### config.mk
export PLATFORM = sky130hd
export DESIGN_NAME = uart_program_loader
export DESIGN_NICKNAME = d
export VERILOG_FILES = /design/src/rtl/uart_program_loader.sv
export SDC_FILE = /design/constraint.sdc
export NUM_CORES = 1
export LEC_CHECK = 0
export CORE_UTILIZATION = 51
export DETAILED_ROUTE_END_ITERATION = 16
export PLACE_DENSITY_LB_ADDON = 0.2
export SYNTH_ARGS = -nofsm -noshare
export SYNTH_HDL_FRONTEND = slang
export SYNTH_SLANG_ARGS = --single-unit
### constraint.sdc
create_clock -name clk -period 6.5 [get_ports clk]
set_clock_uncertainty 0.15 [all_clocks]
set_input_delay 1.625 -clock clk [delete_from_list [all_inputs] [get_ports clk]]
set_output_delay 1.625 -clock clk [all_outputs]
set_load 0.005 [all_outputs]
### src/rtl/uart_program_loader.sv
// uart_program_loader: frames a UART byte stream into program memory writes and holds the CPU in reset until a good image lands.
module uart_program_loader #(
  parameter logic [7:0]  SYNC_BYTE      = 8'hA5,
  parameter int unsigned MEM_WORDS      = 1024,
  parameter logic [31:0] BASE_ADDR      = 32'h0,
  parameter int unsigned TIMEOUT_CYCLES = 1000000
) (
  input  logic        clk,
  input  logic        reset_n,
  input  logic        rx_valid,
  input  logic [7:0]  rx_data,
  input  logic [31:0] pc_address,
  output logic [31:0] mem_address,
  output logic        mem_write_enable,
  output logic [31:0] mem_write_data,
  output logic        cpu_reset_n,
  output logic        loading,
  output logic        load_done,
  output logic        load_error,
  output logic [15:0] words_loaded
);
  localparam logic [2:0] WAIT_SYNC = 3'd0;
  localparam logic [2:0] LEN_LO    = 3'd1;
  localparam logic [2:0] LEN_HI    = 3'd2;
  localparam logic [2:0] DATA      = 3'd3;
  localparam logic [2:0] CHECK     = 3'd4;
  localparam logic [2:0] RUN       = 3'd5;
  localparam logic [2:0] ERROR     = 3'd6;
  logic [2:0]  state;
  logic [15:0] len;
  logic [7:0]  chk;
  logic [1:0]  byte_idx;
  logic [23:0] word_buf;
  logic [31:0] timer;
  logic [15:0] len_next;
  logic        too_long;
  logic        timed_out;
  assign loading     = (state == LEN_LO) || (state == LEN_HI) || (state == DATA) || (state == CHECK);
  assign len_next    = {rx_data, len[7:0]};
  assign too_long    = {16'b0, len_next} > MEM_WORDS;
  assign timed_out   = (TIMEOUT_CYCLES != 0) && loading && !rx_valid && (timer == TIMEOUT_CYCLES - 1);
  assign mem_address = cpu_reset_n ? pc_address : BASE_ADDR + {14'b0, words_loaded, 2'b0};
  always_ff @(posedge clk or negedge reset_n) begin
    if (!reset_n) begin
      state            <= WAIT_SYNC;
      len              <= '0;
      chk              <= '0;
      byte_idx         <= '0;
      word_buf         <= '0;
      timer            <= '0;
      mem_write_enable <= 1'b0;
      mem_write_data   <= '0;
      cpu_reset_n      <= 1'b0;
      load_done        <= 1'b0;
      load_error       <= 1'b0;
      words_loaded     <= '0;
    end else begin
      load_done        <= 1'b0;
      mem_write_enable <= 1'b0;
      timer            <= (rx_valid || !loading) ? 32'd0 : timer + 32'd1;
      // the count advances on the strobe cycle so the strobe sees the pre-increment address
      if (mem_write_enable) words_loaded <= words_loaded + 16'd1;
      if (timed_out) begin
        state      <= ERROR;
        load_error <= 1'b1;
      end else if (rx_valid) begin
        case (state)
          WAIT_SYNC, RUN, ERROR: begin
            if (rx_data == SYNC_BYTE) begin
              state        <= LEN_LO;
              cpu_reset_n  <= 1'b0;
              load_error   <= 1'b0;
              words_loaded <= '0;
              chk          <= '0;
              byte_idx     <= '0;
            end
          end
          LEN_LO: begin
            len[7:0] <= rx_data;
            chk      <= chk ^ rx_data;
            state    <= LEN_HI;
          end
          LEN_HI: begin
            len[15:8]  <= rx_data;
            chk        <= chk ^ rx_data;
            load_error <= too_long;
            state      <= too_long ? ERROR : (len_next == 16'd0) ? CHECK : DATA;
          end
          DATA: begin
            chk      <= chk ^ rx_data;
            byte_idx <= byte_idx + 2'd1;
            word_buf <= {rx_data, word_buf[23:8]};
            if (byte_idx == 2'd3) begin
              mem_write_data   <= {rx_data, word_buf};
              mem_write_enable <= 1'b1;
              if (words_loaded + 16'd1 == len) state <= CHECK;
            end
          end
          CHECK: begin
            state       <= (rx_data == chk) ? RUN : ERROR;
            cpu_reset_n <= rx_data == chk;
            load_done   <= rx_data == chk;
            load_error  <= rx_data != chk;
          end
          default: state <= WAIT_SYNC;
        endcase
      end
    end
  end
endmodule

==> impl_metrics.yaml <==
logic_synthesis:
  syn-cell-area_um2: 6920
  yosys_warnings: 0
  synth_edf_count: 0
  synthArstFlopShare_pct: 100
  ys_ff_latch: 137
  syn_inst: 700
  synth.net_count: 746
  avgSynthCellArea_um2: 9.89
  synth_ff_type: "dfrtp_1"
  synth_cell_types: 58
  yosysSeqAreaShare_pct: 49.5
power_and_ir_drop:
  power.density_nw_per_um2: 407
  ir_drop_v: 0.000237
  p_sw_mw: 1.29
  p_seq_share_pct: 36.3
  intPower_mw: 2.32
  p_comb_share_pct: 35.4
  leakage_nw: 3.82
  clockPowerShare_pct: 28.3
  netSwitchingFraction_pct: 35.8
  power.total_mw: 3.61
setup_path:
  worst_ep_required_time_ns: 4.72
  crit_chain: "clkdlybuf4s50_1 > nand2_1 > o21ai_0 > clkdlybuf4s50_1"
  end_kind: "primary output"
  cp-start-kind: "input port"
  arrival_ns: 2.80
  crit_top_cell: "clkdlybuf4s50_1"
  cp_slowest_stage_delay_ns: 0.54
  worstSetupPathType: "input port to primary output"
  cpMaxStageDelayCell: "clkdlybuf4s50_1"
  path_max_fanout: 1
detailed_routing:
  first_pass_iters: 5
  drt_wl_total_mm: 16.0
  postRouteAntennaNets: 0
  drt_iter0_drc: 338
  num_vias: 5535
  via_per_inst: 5.57
  drc: 0
  post_drt_wl_per_cell_um: 16.2
sta:
  holdWs_ns: 0.328
  finalCritPeriodShare_pct: 70.3
  worst_pin_slew_ns: 1.22
  setup_viol: 0
  setup_tns_ns: 0
  rsz0062_at_grt: "false"
  fin_crit_ns: 4.57
  worst_slew_margin_rel_pct: 18.1
  fmax_ghz: 0.219
  report.final.hold_viol_count: 0
  drv_slew: 0
floorplan:
  initial_core_util_pct: 52.3
  die_area_um2: 14000
  placementRows: 42
  die_y_um: 119
  core_area_um2: 13200
  die_width_um: 119
  io_pins: 128
global_route:
  grt_usage_pct: 24.3
  antenna_found_initial: 0
  grt_pass1_wl_mm: 27.1
  grt_start_max_net_pins: 94
  overflow: 0
  first_global_vias: 5435
clock_network:
  clk_pin_slew_worst_paths_ns: 0.05
  cts_made_buffers: 17
  htree_num_levels: 4
  clock_sinks: 137
  clkLatencyLatePin_ns: 0.42
  cts_root_buf: "clkbuf_16"
  cts_hold_buffers: 0
  post_cts_buffers: 0
  cts_tree: "done"
  post_cts_resized: 0
  clk_path_buf_depth: 2
cells_and_area:
  syn2layout_area_growth_pct: 28.3
  final_common_cell: "dfrtp_1"
  fillers: 996
  layout_common_cells: "137 x dfrtp_1, 126 x clkdlybuf4s50_1, 113 x nand2_1, 71 x nor2_1, 63 x mux2_2"
  diodes: 0
  final-seq-area_um2: 3430
  nets: 852
  drive_gt1_share_pct: 13.1
  multi_input_comb_area_um2: 3300
placed_design:
  place_hpwl_mm: 10.8
  portBuffers: 127
  gp_routability_congestion: 0.873
status:
  status: "complete, no violations"
hold_path:
  hp-class: "register to register"
job:
  maxCapViolCount: 0
registers in the layout (all words and copies together), names as in the netlist:
| signal | cells |
|---|---|
| timer | 32 |
| mem_write_enable | 1 |
| state | 3 |
| words_loaded | 16 |
| len | 16 |
| chk | 8 |
| word_buf | 24 |
| cpu_reset_n | 1 |
| load_error | 1 |
| byte_idx | 2 |
| mem_write_data | 32 |
| load_done | 1 |
critical path: cells and delay by family:
kind / cells / cell delay, ns
AO/OA/AOI/OAI: 1 / 0.12
AND/OR/NAND/NOR: 1 / 0.05
buffers and inverters: 2 / 0.99
through the flow:
step	worst slack, ns	utilization, %	instances	instance area [um^2]
after floorplan	2.73	-	700	6920
after global placement	1.95	62.4	963	8260
after detailed placement	1.91	62.4	963	8260
after CTS	1.92	67.1	993	8880
after global routing	1.86	67.1	993	8880
final	1.93	67.1	993	8880
area by class of cell:
cell class                 count  area share (%)
inverter                       6           0.253
clock inverter                11            1.92
multi-input combinational    514            37.1
timing repair buffer         130            14.6
tap                          176            2.48
clock buffer                  19            5.10
sequential                   137            38.6
Yosys cell counts (4+ instances only):
cell type	n	area [um^2]
and3_1	12	75.1
nand3_1	28	140
nand4_1	14	87.6
and2_1	17	106
mux2_2	63	709
nand2b_1	4	25.0
buf_2	6	30.0
o211ai_1	4	30.0
clkbuf_1	31	116
a21oi_1	13	65.1
nand2_1	113	424
nor3b_1	4	30.0
buf_1	4	15.0
inv_1	6	22.5
nor4_1	10	62.6
nor2_1	72	270
nor3_1	7	35.0
or3_1	11	68.8
xnor2_1	26	228
xor2_1	34	298
o21ai_0	32	160
nor2b_1	6	37.5
dfrtp_1	137	3430
logic make-up after synthesis:
family | after synthesis | synth area share (%)
fa+ha+maj | 3 | 0.542
simple gates | 313 | 22.2
compound gates | 73 | 6.74
xor+xnor | 60 | 7.59
flops | 137 | 49.5
mux | 65 | 10.5
buf+inv | 49 | 2.93
routing by layer:
layer | vias up | share of wire, % | wire length, um | GRT usage [%]
met3 | 25 | 6.2 | 997 | 5.55
met1 | 2685 | 44 | 7090 | 30.6
li1 | 2610 | - | - | -
met5 | - | 0 | 0 | 0
met2 | 215 | 48 | 7650 | 39.9
met4 | 0 | 1.9 | 306 | 11.1
worst paths after layout:
| kind | from | end | slack [ns] | depth (start not counted) |
|---|---|---|---|---|
| setup / recovery | pc_address[7] | mem_address[7] | 1.93 | 4 |
| hold / removal | timer[0] | timer[0] | 0.33 | 1 |
| setup reg to reg | words_loaded[0] | state[2] | 3.27 | 9 |
| hold reg to reg | timer[0] | timer[0] | 0.33 | 1 |
| max in group asynchronous | reset_n | word_buf[13] | 3.95 | 2 |
| min in group asynchronous | reset_n | words_loaded[10] | 1.08 | 1 |
power by group through the flow:
stage               sequential, mW  combinational [mW]  clock (mW)
finish                        1.31                1.28        1.02
global placement              1.31                1.22           0
floorplan                     1.20               0.921           0
CTS                           1.31                1.27        1.04
global route                  1.34                1.42        1.07
detailed placement            1.32                1.26           0
Note: power is estimated with default switching activity, not from simulation.
==> RTL change (same flow settings) <==
The localparam `WAIT_SYNC` goes from 3'd0 to 3'd1.
--- a/src/rtl/uart_program_loader.sv
+++ b/src/rtl/uart_program_loader.sv
@@ -19,7 +19,7 @@
   output logic        load_error,
   output logic [15:0] words_loaded
 );
-  localparam logic [2:0] WAIT_SYNC = 3'd0;
+  localparam logic [2:0] WAIT_SYNC = 3'd1;
   localparam logic [2:0] LEN_LO    = 3'd1;
   localparam logic [2:0] LEN_HI    = 3'd2;
   localparam logic [2:0] DATA      = 3'd3;
Check against the original RTL: not equivalent (Yosys sat finds a counterexample within 4 cycles, from zero or initial values and one cycle with reset_n low).
==> RTL change against the unedited design <==
- synthesized cell count shrank 8.1%
- power shrank 3.5%
- area after synthesis shrank 5.8%
- sequential cell count shrank 8
- wire length shrank 8.0%
- worst setup slack gained 0.033 ns
- final area shrank 4.8%
- critical path depth shrank 1
- worst hold slack lost 0.0074 ns
- register-to-register slack gained 0.31 ns
- sequential share of layout area shrank 0.39 points
- count of clock-buffer cells in the layout shrank 1
- largest cell class unchanged
==> RTL change: results <==
set metrics [dict create \
    worstHoldStart "word_buf[4]$_DFFE_PN0P_" \
    multiInputGateArea_um2 3110 \
    hold_depth 2 \
    nClkBuffers 18 \
    grt_pass1_vias 4888 \
    sh_seq_area 0.382 \
    reg2reg_to "mem_write_data[12]$_DFFE_PN0P_" \
    outcome "finished clean" \
    synth_seq_area_share 0.495 \
    vias 5148 \
    fmax_mhz 220 \
    arrival_ns 2.76 \
    finalWeightedCongestion 0.867 \
    slew_headroom 0.141 \
    ir_drop_v 0.000239 \
    synth_area_leaders "dfrtp_1 49%, mux2_2 9.0%, nand2_1 5.8%" \
    wl_per_cell_um 15.8 \
    n_all_buffers 129 \
    startpoint "pc_address[14]" \
    area_share_nonclk_buffers 0.152 \
    synth_seq_cells 129 \
    critPathMaxStageDelay_ns 0.44 \
    n_all_inverters 8 \
    r2r_cells 6 \
    p_per_area_nw_per_um2 413 \
    holdWs_ns 0.321 \
    p_leak_nw 3.66 \
    grt_max_degree 84 \
    fillers 943 \
    final_layout_size_suffix_gt1_frac 0.137 \
    post-route-util 0.690 \
    grt_pass1_wl_mm 24.1 \
    syn_nets 690 \
    multi_input_area_share 0.368 \
]
==> RTL change: cell types whose count changed after synthesis, moves of 9 or more <==
cell,unedited run,this run
o21ai_0,32,21
nor2_1,72,57
nand2_1,113,100
dfrtp_1,137,128
mux2_2,63,52
a22o_1,0,9
==> RTL change: power groups by stage <==
stage	Sequential (mW)	Clock, mW	Combinational [mW]
floorplan	1.22	0	0.796
detailed placement	1.31	0	1.23
global route	1.34	1.00	1.36
global placement	1.29	0	1.19
CTS	1.30	0.966	1.25
finish	1.30	0.948	1.24
==> RTL change: routing by layer <==
layer	wire (um)	global-route usage
met1	6430	0.307
met2	7450	0.384
met3	735	0.0648
met4	139	0.0857
met5	0	0
==> RTL change: kinds of logic (layout without fill, tap and decap cells) <==
group,after synthesis,in the layout,synth area share
simple gates,282,282,0.219
fa+ha+maj,4,4,0.00767
buf+inv,43,169,0.0282
compound gates,70,70,0.0743
xor+xnor,58,58,0.0779
flops,129,129,0.495
mux,57,57,0.0980
